<file path="src/rtl/rvcpu_mem_pkg.sv">
// rtl/rvcpu_mem_pkg.sv - load/store encodings, MEM-stage FSM states and access-size helper
package rvcpu_mem_pkg;

  typedef enum logic [2:0] {
    LD_NONE = 3'd0,
    LD_LB   = 3'd1,
    LD_LBU  = 3'd2,
    LD_LH   = 3'd3,
    LD_LHU  = 3'd4,
    LD_LW   = 3'd5,
    LD_LWU  = 3'd6,
    LD_LD   = 3'd7
  } ld_ctrl_e;

  typedef enum logic [2:0] {
    ST_NONE = 3'd0,
    ST_SB   = 3'd1,
    ST_SH   = 3'd2,
    ST_SW   = 3'd3,
    ST_SD   = 3'd4
  } st_ctrl_e;

  typedef enum logic [1:0] {
    S_IDLE = 2'd0,
    S_WAIT = 2'd1,
    S_HOLD = 2'd2
  } mem_state_e;

  // log2 of the access size in bytes for a store or load control field
  function automatic logic [1:0] size_of(input logic is_store, input logic [2:0] ctrl);
    logic [1:0] sz;
    sz = 2'd0;
    if (is_store) begin
      case (ctrl)
        ST_SH:   sz = 2'd1;
        ST_SW:   sz = 2'd2;
        ST_SD:   sz = 2'd3;
        default: sz = 2'd0;
      endcase
    end else begin
      case (ctrl)
        LD_LH, LD_LHU: sz = 2'd1;
        LD_LW, LD_LWU: sz = 2'd2;
        LD_LD:         sz = 2'd3;
        default:       sz = 2'd0;
      endcase
    end
    return sz;
  endfunction

endpackage

</file>
<file path="src/rtl/mem_lane_align.sv">
// rtl/mem_lane_align.sv - store lane shift/strobe generation and load lane extract/extension
module mem_lane_align
  import rvcpu_mem_pkg::*;
#(
  parameter int XLEN   = 64,
  parameter int STRB_W = 8
) (
  input  logic [1:0]        size,
  input  logic [2:0]        offset,
  input  logic              ld_sext,
  input  logic [XLEN-1:0]   st_data,
  output logic [XLEN-1:0]   lane_wdata,
  output logic [STRB_W-1:0] lane_wstrb,
  input  logic [XLEN-1:0]   rdata,
  output logic [XLEN-1:0]   ld_data
);

  logic [5:0]        bit_off;
  logic [STRB_W-1:0] base_strb;
  logic [XLEN-1:0]   shifted;

  assign bit_off    = {offset, 3'b000};
  assign lane_wdata = st_data << bit_off;
  assign lane_wstrb = base_strb << offset;
  assign shifted    = rdata >> bit_off;

  always_comb begin
    base_strb = STRB_W'(8'h01);
    ld_data   = shifted;
    case (size)
      2'd0: begin
        base_strb = STRB_W'(8'h01);
        ld_data   = {{(XLEN-8){ld_sext & shifted[7]}}, shifted[7:0]};
      end
      2'd1: begin
        base_strb = STRB_W'(8'h03);
        ld_data   = {{(XLEN-16){ld_sext & shifted[15]}}, shifted[15:0]};
      end
      2'd2: begin
        base_strb = STRB_W'(8'h0F);
        ld_data   = {{(XLEN-32){ld_sext & shifted[31]}}, shifted[31:0]};
      end
      default: begin
        base_strb = STRB_W'(8'hFF);
        ld_data   = shifted;
      end
    endcase
  end

endmodule

</file>
<file path="src/rtl/pipeline_mem_stage7.sv">
// rtl/pipeline_mem_stage7.sv - MEM stage: req/ack data access, wait/hold FSM, MEM registers
// Optional PIPELINE_MEM_MISALIGN_EN: misaligned accesses skip memory and flag misalign_MEM.
module pipeline_mem_stage7
  import rvcpu_mem_pkg::*;
#(
  parameter int XLEN   = 64,
  parameter int STRB_W = 8
) (
  input  logic              clk,
  input  logic              reset,
  input  logic              stall,
  input  logic [XLEN-1:0]   pc_EXA,
  input  logic [XLEN-1:0]   alu_result_EXA,
  input  logic [XLEN-1:0]   reg_data2_EXA,
  input  logic [4:0]        rd_EXA,
  input  logic              rf_wr_en_EXA,
  input  logic [1:0]        rf_wr_sel_EXA,
  input  logic [2:0]        dm_rd_ctrl_EXA,
  input  logic [2:0]        dm_wr_ctrl_EXA,
  output logic              dm_req,
  output logic              dm_we,
  output logic [XLEN-1:0]   dm_addr,
  output logic [XLEN-1:0]   dm_wdata,
  output logic [STRB_W-1:0] dm_wstrb,
  input  logic              dm_ack,
  input  logic [XLEN-1:0]   dm_rdata,
  output logic              stall_req,
  output logic              misalign_MEM,
  output logic [XLEN-1:0]   pc_MEM,
  output logic [XLEN-1:0]   alu_result_MEM,
  output logic [4:0]        rd_MEM,
  output logic              rf_wr_en_MEM,
  output logic [1:0]        rf_wr_sel_MEM,
  output logic [XLEN-1:0]   dm_rdata_MEM
);

  mem_state_e        state, state_nxt;
  logic              st_op, ld_op, access, misal, req, ld_sext;
  logic              commit, take_hold;
  logic [1:0]        size;
  logic [2:0]        offset, lane_off, size_mask;
  logic [XLEN-1:0]   lane_wdata, ld_ext, hold_buf, commit_data;
  logic [STRB_W-1:0] lane_wstrb;

  // Store codes 5-7 are not stores; a valid store outranks a simultaneous load
  assign st_op   = dm_wr_ctrl_EXA inside {ST_SB, ST_SH, ST_SW, ST_SD};
  assign ld_op   = ~st_op & (dm_rd_ctrl_EXA != LD_NONE);
  assign access  = st_op | ld_op;
  assign ld_sext = dm_rd_ctrl_EXA inside {LD_LB, LD_LH, LD_LW, LD_LD};
  assign size    = size_of(st_op, st_op ? dm_wr_ctrl_EXA : dm_rd_ctrl_EXA);
  assign offset  = alu_result_EXA[2:0];

  always_comb begin
    case (size)
      2'd0:    size_mask = 3'b000;
      2'd1:    size_mask = 3'b001;
      2'd2:    size_mask = 3'b011;
      default: size_mask = 3'b111;
    endcase
  end

`ifdef PIPELINE_MEM_MISALIGN_EN
  assign misal    = access & (|(offset & size_mask));
  assign lane_off = offset;
`else
  assign misal    = 1'b0;
  assign lane_off = offset & ~size_mask;
`endif

  assign req       = reset & access & ~misal & (state != S_HOLD);
  assign stall_req = req & ~dm_ack;
  assign dm_req    = req;
  assign dm_we     = req & st_op;
  assign dm_wstrb  = req ? lane_wstrb : '0;
  assign dm_addr   = {alu_result_EXA[XLEN-1:3], 3'b000};
  assign dm_wdata  = lane_wdata;

  mem_lane_align #(.XLEN(XLEN), .STRB_W(STRB_W)) u_align (
    .size       (size),
    .offset     (lane_off),
    .ld_sext    (ld_sext),
    .st_data    (reg_data2_EXA),
    .lane_wdata (lane_wdata),
    .lane_wstrb (lane_wstrb),
    .rdata      (dm_rdata),
    .ld_data    (ld_ext)
  );

  always_comb begin
    state_nxt   = state;
    commit      = 1'b0;
    take_hold   = 1'b0;
    commit_data = '0;
    case (state)
      S_IDLE, S_WAIT: begin
        commit_data = (ld_op & req) ? ld_ext : '0;
        if (req & dm_ack) begin
          if (stall) begin
            take_hold = 1'b1;
            state_nxt = S_HOLD;
          end else begin
            commit    = 1'b1;
            state_nxt = S_IDLE;
          end
        end else if (req) begin
          state_nxt = S_WAIT;
        end else begin
          commit    = ~stall;
          state_nxt = S_IDLE;
        end
      end
      S_HOLD: begin
        commit_data = hold_buf;
        if (~stall) begin
          commit    = 1'b1;
          state_nxt = S_IDLE;
        end
      end
      default: state_nxt = S_IDLE;
    endcase
  end

  always_ff @(posedge clk or negedge reset) begin
    if (!reset) begin
      state          <= S_IDLE;
      hold_buf       <= '0;
      pc_MEM         <= '0;
      alu_result_MEM <= '0;
      rd_MEM         <= '0;
      rf_wr_en_MEM   <= 1'b0;
      rf_wr_sel_MEM  <= '0;
      misalign_MEM   <= 1'b0;
      dm_rdata_MEM   <= '0;
    end else begin
      state <= state_nxt;
      if (take_hold) hold_buf <= commit_data;
      if (commit) begin
        pc_MEM         <= pc_EXA;
        alu_result_MEM <= alu_result_EXA;
        rd_MEM         <= rd_EXA;
        rf_wr_en_MEM   <= rf_wr_en_EXA & ~misal;
        rf_wr_sel_MEM  <= rf_wr_sel_EXA;
        misalign_MEM   <= misal;
        dm_rdata_MEM   <= commit_data;
      end
    end
  end

endmodule

</file>
<file path="config.mk">
export PLATFORM = sky130hd
export DESIGN_NAME = pipeline_mem_stage7
export DESIGN_NICKNAME = d
export VERILOG_FILES = /design/src/rtl/rvcpu_mem_pkg.sv /design/src/rtl/mem_lane_align.sv /design/src/rtl/pipeline_mem_stage7.sv
export SDC_FILE = /design/constraint.sdc
export NUM_CORES = 1
export LEC_CHECK = 0
export BUFFER_PORTS_ARGS = -buffer_cell sky130_fd_sc_hd__buf_2
export CAP_MARGIN = 20
export CORE_AREA = 5 5 237 239
export DETAILED_ROUTE_END_ITERATION = 16
export DIE_AREA = 0 0 242 244
export PLACE_DENSITY = 0.47
export SLEW_MARGIN = 20
export SYNTH_ARGS = -nofsm -noshare
export SYNTH_HDL_FRONTEND = slang
export SYNTH_SLANG_ARGS = --single-unit
</file>
<file path="constraint.sdc">
create_clock -name clk -period 6.3 [get_ports clk]
set_input_delay 0.63 -clock clk [delete_from_list [all_inputs] [get_ports clk]]
set_output_delay 0.63 -clock clk [all_outputs]
set_load 0.05 [all_outputs]
</file>
**After elaboration in Yosys (flattened, before gate mapping)**

Index checks and enable logic that the tools add are counted.

- Register bits: 266
- Input bits: 274
- Output and inout bits: 340

- Equal/unequal tests: 20
- Shift-type cells: 3
- Muxes and demuxes: 22
- Bitwise operators: 16
- Reductions and logical operators: 8

Operators with widths:

| kind | count |
|---|---|
| one-hot mux 64 bit (3 select lines) | 1 |
| one-hot mux 64 bit (2 select lines) | 1 |
| 2-to-1 mux 64 bit | 1 |
| << shifter 64 x 6 -> 64 bit | 1 |
| right shift 64 x 6 -> 64 bit | 1 |
| one-hot mux 8 bit (3 select lines) | 1 |
| equality test 3 bit, second input constant | 7 |
| equality test 3 x 2 -> 1 bit, second input constant | 5 |
| one-hot mux 2 bit (3 select lines) | 2 |
| bitwise AND 1 bit | 10 |
| one-hot mux 3 bit (3 select lines) | 1 |
| 2-to-1 mux 2 bit | 4 |
| 2-to-1 mux 8 bit | 1 |
| nonzero test 4 bit | 2 |
| << shifter 8 x 3 -> 8 bit | 1 |
| 2-to-1 mux 1 bit | 7 |
| equality test 3 x 1 -> 1 bit, second input constant | 2 |
| OR reduction 2 bit | 3 |
| equality test 2 x 1 -> 1 bit, second input constant | 2 |
| equality test 2 bit, second input constant | 2 |
| logical NOT 2 bit | 2 |
| inequality test 2 bit, second input constant | 2 |
| one-hot mux 2 bit (2 select lines) | 1 |
| bitwise AND 3 bit | 1 |
| 6 further kinds | 8 |

**Depth between registers and ports, before layout**

Gate-level depths: netlist of the first run.

- Depth after elaboration: 16
- Depth in mapped cells: 11
- Depth with buffers taken out: 7

**Hierarchy**

A second synthesis of the first run with hierarchy kept.

- Cells, all modules: 1,478
- Area, all modules: 17,088.9 µm²

By module, submodules not included:

| module | instances | cells an instance | area an instance (µm²) |
|---|---|---|---|
| pipeline_mem_stage7 | 1 | 878 | 12,695.9 |
| mem_lane_align | 1 | 600 | 4,393.0 |

**Least setup slack after synthesis of the first run**

No wires, ideal clock.

- Kind: input to output
- Start point: input dm_wr_ctrl_EXA[0]
- End point: output dm_wstrb[2]
- Arrival time: 3.547 ns
- Slack: 2.123 ns
- Cell stages on the path: 7
- Path buffers: 4
- Cell sequence: or3b_1 o2111a_1 buf_2 buf_4 buf_1 clkbuf_1 nor4_1

- Longest elaborated chain between the ends: 13
- Elaborated cells on any way between the ends: 31
- Classes of those cells: eq/ne (12); shift (1); mux (7); bitwise (7); reduce/logical (4)

Ends and longest elaborated chain:

| what | line | text |
|---|---|---|
| from (decl) | pipeline_mem_stage7.sv:19 | `input logic [2:0] dm_wr_ctrl_EXA,` |
| equality test 3 x 1 -> 1 bit, or another cell as far along | pipeline_mem_stage7.sv:46 | `assign st_op = dm_wr_ctrl_EXA inside {ST_SB, ST_SH, ST_SW, ST_SD};` |
| nonzero test 4 bit | pipeline_mem_stage7.sv:46 |  |
| 2-to-1 mux 3 bit | pipeline_mem_stage7.sv:50 | `assign size = size_of(st_op, st_op ? dm_wr_ctrl_EXA : dm_rd_ctrl_EXA);` |
| equality test 3 bit, or another cell as far along | rvcpu_mem_pkg.sv:41 | `case (ctrl)` |
| OR reduction 2 bit | rvcpu_mem_pkg.sv:41 |  |
| one-hot mux 2 bit (3 select lines) | rvcpu_mem_pkg.sv:41 |  |
| 2-to-1 mux 2 bit | rvcpu_mem_pkg.sv:33 | `if (is_store) begin` |
| equality test 2 bit, or another cell as far along | mem_lane_align.sv:30, pipeline_mem_stage7.sv:54 |  |
| one-hot mux 3 bit (3 select lines) | pipeline_mem_stage7.sv:54 | `case (size)` |
| NOT 3 bit | pipeline_mem_stage7.sv:67 | `assign lane_off = offset & ~size_mask;` |
| bitwise AND 3 bit | pipeline_mem_stage7.sv:67 |  |
| << shifter 8 x 3 -> 8 bit | mem_lane_align.sv:24 | `assign lane_wstrb = base_strb << offset;` |
| 2-to-1 mux 8 bit * | pipeline_mem_stage7.sv:74 | `assign dm_wstrb = req ? lane_wstrb : '0;` |
| to (decl) | pipeline_mem_stage7.sv:24 | `output logic [STRB_W-1:0] dm_wstrb,` |

Every way passes the cells marked *; elsewhere a longest branch is shown, timed or not.

**Worst setup path after layout of the first run**

- Start point: input dm_wr_ctrl_EXA[2]
- End point: output dm_wdata[58]

- Longest elaborated chain between the ends: 12
- Elaborated cells on any way between the ends: 24
- Classes of those cells: eq/ne (12); shift (1); mux (5); bitwise (2); reduce/logical (4)

Ends and longest elaborated chain:

| what | line | text |
|---|---|---|
| equality test 3 x 1 -> 1 bit, or another cell as far along | pipeline_mem_stage7.sv:46 |  |
| nonzero test 4 bit | pipeline_mem_stage7.sv:46 |  |
| 2-to-1 mux 3 bit | pipeline_mem_stage7.sv:50 |  |
| equality test 3 bit, or another cell as far along | rvcpu_mem_pkg.sv:41 |  |
| OR reduction 2 bit | rvcpu_mem_pkg.sv:41 |  |
| one-hot mux 2 bit (3 select lines) | rvcpu_mem_pkg.sv:41 |  |
| 2-to-1 mux 2 bit * | rvcpu_mem_pkg.sv:33 |  |
| equality test 2 bit, or another cell as far along | pipeline_mem_stage7.sv:54 |  |
| one-hot mux 3 bit (3 select lines) * | pipeline_mem_stage7.sv:54 |  |
| NOT 3 bit * | pipeline_mem_stage7.sv:67 |  |
| bitwise AND 3 bit * | pipeline_mem_stage7.sv:67 |  |
| << shifter 64 x 6 -> 64 bit * | mem_lane_align.sv:23 | `assign lane_wdata = st_data << bit_off;` |
| to (decl) | pipeline_mem_stage7.sv:23 | `output logic [XLEN-1:0] dm_wdata,` |

Marks and branches as above.

==> metrics, run 1 <==
xor and xnor area share after synthesis=0.000599; post-synthesis sequential area ratio=0.455; largest net degree at the start of global routing=approximately 180; unrepaired setup endpoints after global routing=no; Synth async-reset ratio=1.00; hold slack=0.0299 ns; Synth-to-Final Area Change=28.6%; status=completed; Detail Route Antenna Nets=0; CP max stage cell=buf_4; antenna violations before repair=21; share of cells above drive strength 1=0.319; ranking of synthesized cells by area=dfrtp_1 46%, nand2_1 16%, mux2i_1 7.1%; clk_skew=0.0112 ns; PwrDens=around 310 nW/um^2; Comb power frac=0.369; worst flop-to-flop path endpoint=hold_buf[9]; Pre-antenna DRT Iters=7; CTS resizes=0; Sw Share=0.427; first-pass GRT wire length=between 100 and 150 mm; Die ar.=59,000 sq um; sinks on the clock net=around 270; main combinational cell family by area after synthesis=simple AND/OR/NAND/NOR gates; mapped cell area=14,600 sq um; Reg power frac=0.345; fin crit share=0.694; CTS clk-pin slew, worst paths=0.06 ns; top-area cell type share of the netlist area=0.455; Max Freq=229 MHz; Power Total=between 0.005 and 0.006 W; Pleak=about 10 nW; class of the worst hold path=in2async; Post-CTS Setup Repair Bufs=0; most frequent cells after synthesis=621 x nand2_1, 266 x dfrtp_1, 165 x a21oi_1, 104 x mux2i_1, 103 x nor2_1; FF-to-FF setup slack=around 3.7 ns; Die H=around 240 um; compound-gate portion of the synthesized area=0.151; adder-cell area share of the yosys netlist=0; setup TNS=0 ns; pre-CTS WS=between 1.5 and 2 ns; final hold vios=0; critical path cell sequence=buf_2 -> nor2b_1 -> o2111ai_4 -> buf_4 -> mux2i_1 -> mux2i_1 -> nand2_1 -> o21ai_0 -> buf_2; Main synth FF type=dfrtp_1; Critical path buffers and inverters=3; Via density=about 4.9; count leader, synth=nand2_1; # hold bufs at CTS=0; CP top delay family=buffers and inverters; total gr overflow=0; Std-Cell Rows=85; Sw Pwr=about 0.0025 W; buffers added on ports=between 600 and 700; sequential cell area=~6700 sq um; root buf cell=clkbuf_16; post-synth cell types=just under 60; H-tree levels=1; Worst R2R Start=state[1]; simple-gate share of the synthesized area=0.240; mux contribution to synthesized area=0.0797; gr usage total=0.226; Yosys warning count=0; Worst EP required=between 5 and 6 ns; CTS Buf Count=29; via count=14,800; routed wire length=slightly above 70 mm; dominant cell type by area after synthesis=dfrtp_1; DRC errors left=0; Core Area=53,600 sq um; number of max-cap violations=0; Placer Congestion=roughly 0.91; DPL Wire Length=around 55 mm; Mapped Cells=between 1,500 and 2,000; Post-Syn Area per Cell=roughly 8.1 sq um; internal power=roughly 0.0034 W; Peak supply drop=roughly 0.19 mV; Final Slew Violations=0; # fillers=slightly below 6,000; Final min period=approximately 4.4 ns; R2R cell count=7; slack of the critical path=roughly 1.9 ns; NumNets Final=2,547; slew at the pin closest to its max-slew limit=approximately 1.0 ns; WL per Instance=about 24 um; DR iter-0 viols=about 850; crit start category=primary input; num ports=614; Max transition margin=0.312; Synth Register Bits=about 270; Critical Path Fanout Max=72; clock power share=0.286; Final Util=0.351; via count of the first global-routing pass=14,700; maximum root-to-sink buffer count=3; Multi-input gate area=around 7000 sq um; Clock Latency Late Sink=roughly 0.55 ns; Initial Util=0.273; CTS tree=yes; Post-synth EDFFs=0; Data arrival, critical path=about 3.7 ns; Die X=roughly 240 um; Setup violations, final=0; Crit Path Category=in2out; CP peak stage delay=0.88 ns; Crit. End Element=primary output
[layout make-up]
| type | instances | area share |
|---|---|---|
| Multi-Input combinational cell | 1335 | 0.372 |
| Sequential cell | 266 | 0.354 |
| Timing Repair Buffer | 638 | 0.176 |
| Inverter | 3 | 0.000599 |
| Clock buffer | 43 | 0.0451 |
| Clock inverter | 9 | 0.00433 |
| Tap cell | 696 | 0.0463 |
| Antenna cell | 11 | 0.00146 |
[power by group through the flow]
stage               Clock, W  Combinational, W  Sequential [W]
global route         0.00181           0.00230         0.00206
floorplan                  0          0.000877         0.00266
detailed placement         0           0.00219         0.00206
global placement           0           0.00218         0.00205
finish               0.00168           0.00217         0.00203
CTS                  0.00174           0.00219         0.00203
[per-stage QoR]
step	instance area, sq um	instances
after floorplan	14600	1803
after global placement	17800	2936
after detailed placement	17800	2937
after CTS	18800	2989
after global routing	18800	2996
final	18800	3001
[registers in the layout, indices dropped and copies added, names as in the netlist]
name / count
state: 2
pc_MEM: 64
rf_wr_sel_MEM: 2
dm_rdata_MEM: 64
rd_MEM: 5
hold_buf: 64
alu_result_MEM: 64
rf_wr_en_MEM: 1
[cell families after synthesis]
family          Yosys count
simple gates            851
buf+inv                 202
compound gates          364
flops                   266
xor+xnor                  1
mux                     115
other cells               1
[layer usage]
layer  up-vias  track usage  part of all wire
met3       126       0.0782             0.096
met4        18       0.0898             0.037
met2       682        0.383              0.48
met1      7072        0.264              0.38
met5         -            0            0.0015
li1       6933            -                 -
[placed cells by master (no fill, tap or decap), drive strengths merged, types with 2 or more instances in the layout]
cell type,synthesis,final
and2,23,23
nand2,621,621
nor3,4,4
o311ai,2,2
o2bb2ai,8,8
mux2i,104,104
inv,3,4
dfrtp,266,266
nand3,36,36
a31o,2,2
mux2,11,11
nor2,104,104
or3,3,3
or3b,3,3
nand2b,5,5
conb,1,4
o22ai,2,2
buf,103,638
o31ai,41,41
o21a,2,2
a211oi,2,2
nor4,4,4
clkinv,0,7
o21ai,106,106
o211ai,9,9
a32o,7,7
nor2b,3,3
and3,40,40
a31oi,3,3
a221oi,7,7
a21oi,165,165
diode,0,11
clkbuf,96,43
[worst max path at each step]
stage | from | endpoint | slack (ns) | cells after the start
floorplan | dm_wr_ctrl_EXA[0] | dm_wstrb[2] | 2.12 | 7
global placement | dm_wr_ctrl_EXA[2] | dm_wdata[58] | 1.94 | 9
detailed placement | dm_rd_ctrl_EXA[0] | dm_wdata[58] | 1.94 | 9
CTS | dm_rd_ctrl_EXA[0] | dm_wdata[58] | 1.94 | 9
global route | dm_rd_ctrl_EXA[0] | dm_wdata[58] | 1.65 | 9
finish | dm_wr_ctrl_EXA[2] | dm_wdata[58] | 1.93 | 9
Power figures use the tool's default switching activity.
==> run 2, diff against run 1 <==
==> constraint.sdc (replaced) <==
create_clock -name clk -period 4.6 [get_ports clk]
set_input_delay 0.46 -clock clk [delete_from_list [all_inputs] [get_ports clk]]
set_output_delay 0.46 -clock clk [all_outputs]
set_load 0.05 [all_outputs]
==> metrics, run 2 (synthesis gave the netlist of run 1 again) <==
CTS tree=yes; Max Used Layer=met5; unrepaired setup endpoints after global routing=no; number of max-cap violations=0; class of the worst hold path=in2reg; Comb power frac=0.364; H-tree levels=1; Clock Latency Late Sink=between 0.5 and 0.6 ns; CP peak stage delay=~0.73 ns; total gr overflow=0; Placer Congestion=around 0.93; Peak supply drop=around 0.26 mV; Sw Pwr=about 0.0034 W; gr usage total=0.225; Data arrival, critical path=roughly 3.2 ns; Worst path depth=9; Final Slew Violations=0; CP top delay family=compound AO/OA/AOI/OAI gates; internal power=0.00477 W; DPL Wire Length=roughly 55 mm; Die ar.=just under 60,000 sq um; Core Area=approximately 54,000 sq um; Std-Cell Rows=85; Metal-1 WL=~27 mm; maximum root-to-sink buffer count=3; Final Util=0.353; Via density=~4.9; Max Freq=276 MHz; Initial Util=0.273; fin crit share=0.787; clk_skew=roughly 0.0090 ns; slack of the critical path=between 0.9 and 1 ns; Die X=approximately 240 um; hold wc startpoint=pc_EXA[39]; CP max stage cell=o2111ai_4; first-pass GRT wire length=102 mm; CTS Buf Count=29; Max transition margin=0.265; via count=14,800; most frequent cells in the layout=620 x nand2_1, 608 x buf_2, 266 x dfrtp_1; Worst EP required=approximately 4.1 ns; R2R cell count=5; share of cells above drive strength 1=0.320; root buf cell=clkbuf_16; Crit Path Category=in2out; status=completed; DRC errors left=0; CTS resizes=0; critical path cell sequence=buf_2 -> a21oi_1 -> o2111ai_4 -> buf_12 -> nand2_1 -> nand2_1 -> a21oi_1 -> o21ai_0 -> buf_2; via count of the first global-routing pass=roughly 15,000; num ports=around 600; WL per Instance=23.2 um; NumNets Final=approximately 2,600; final hold vios=0; Final min period=approximately 3.6 ns; WHS Endpoint=pc_MEM[39]; Post-CTS Setup Repair Bufs=0; Synth-to-Final Area Change=29.4%; setup TNS=0 ns; CTS clk-pin slew, worst paths=0.06 ns; Detail Route Antenna Nets=0; Sw Share=0.417; routed wire length=roughly 70 mm; largest net degree at the start of global routing=96; Die H=approximately 240 um; DR iter-0 viols=between 1,000 and 1,500; Setup violations, final=0; buffers added on ports=609; Reg power frac=0.340; Worst R2R Start=state[1]; met3 routed WL=between 6 and 7 mm; most common cell after layout, fill and taps aside=nand2_1; Pre-antenna DRT Iters=7; slew at the pin closest to its max-slew limit=about 1.1 ns; # hold bufs at CTS=1; met2 wire length=33.5 mm; PwrDens=between 400 and 500 nW/um^2; sinks on the clock net=266; clock power share=0.296; crit start category=primary input; antenna violations before repair=18; Pleak=between 10 and 15 nW; # fillers=approximately 5,800; FF-to-FF setup slack=about 2.4 ns; worst flop-to-flop path endpoint=dm_rdata_MEM[54]; Critical Path Fanout Max=52; Crit. End Element=primary output; Critical path buffers and inverters=3; hold path depth=3; pre-CTS WS=between 0.6 and 0.7 ns
run 2: cell types whose count changed in the layout (fill, tap and decap cells not counted), sizes merged, moves of 2 or more:
cell    change
buf         +6
clkinv      -6
bufinv      +2
clkbuf      +2
run 2: final cells by class:
class                   instances  area (sq um)  area share
diodes                         11          27.5     0.00146
clock buffers                  45           886      0.0468
clock inverters                 5           103     0.00543
inverters                       3          11.3    0.000595
multi-input cells            1335          6990       0.370
flip-flops and latches        266          6660       0.352
well taps                     696           871      0.0460
repair buffers                645          3370       0.178
run 2: power by group through the flow:
stage,clock (W),sequential [W],combinational (W)
6_report,0.00242,0.00278,0.00297
5_1_grt,0.00260,0.00282,0.00316
4_1_cts,0.00250,0.00278,0.00300
3_5_place_dp,0,0.00283,0.00299
3_3_place_gp,0,0.00282,0.00299
2_1_floorplan,0,0.00365,0.00120
run 2: tightest hold or removal path, cell delays in order:
cell	delay [ns]
buf_2	0.08
nand2_1	0.04
nand2_1	0.04
run 2: worst max path at each step:
stage | start | endpoint | slack, ns
CTS | dm_wr_ctrl_EXA[2] | dm_wdata[62] | 1.00
detailed placement | dm_wr_ctrl_EXA[2] | hold_buf[63] | 0.65
floorplan | dm_wr_ctrl_EXA[0] | dm_wstrb[2] | 0.76
global placement | dm_rd_ctrl_EXA[0] | hold_buf[63] | 0.66
global route | dm_rd_ctrl_EXA[0] | dm_wdata[62] | 0.83
finish | dm_rd_ctrl_EXA[0] | dm_wdata[62] | 0.98
run 2: per-stage QoR:
stage               total power (W)  cell area [sq um]  hold WS [ns]  cells
global placement            0.00581              17900         0.370   2944
CTS                         0.00829              18900        0.0702   2995
floorplan                   0.00485              14600         0.164   1803
detailed placement          0.00582              17900         0.369   2944
global route                0.00857              18900        0.0888   3001
finish                      0.00817              18900         0.108   3006
run 2: metal layers:
layer	track usage	vias to the layer above
li1	-	6950
met5	0	-
met3	0.0806	126
met1	0.262	7056
met4	0.0849	20
met2	0.384	634
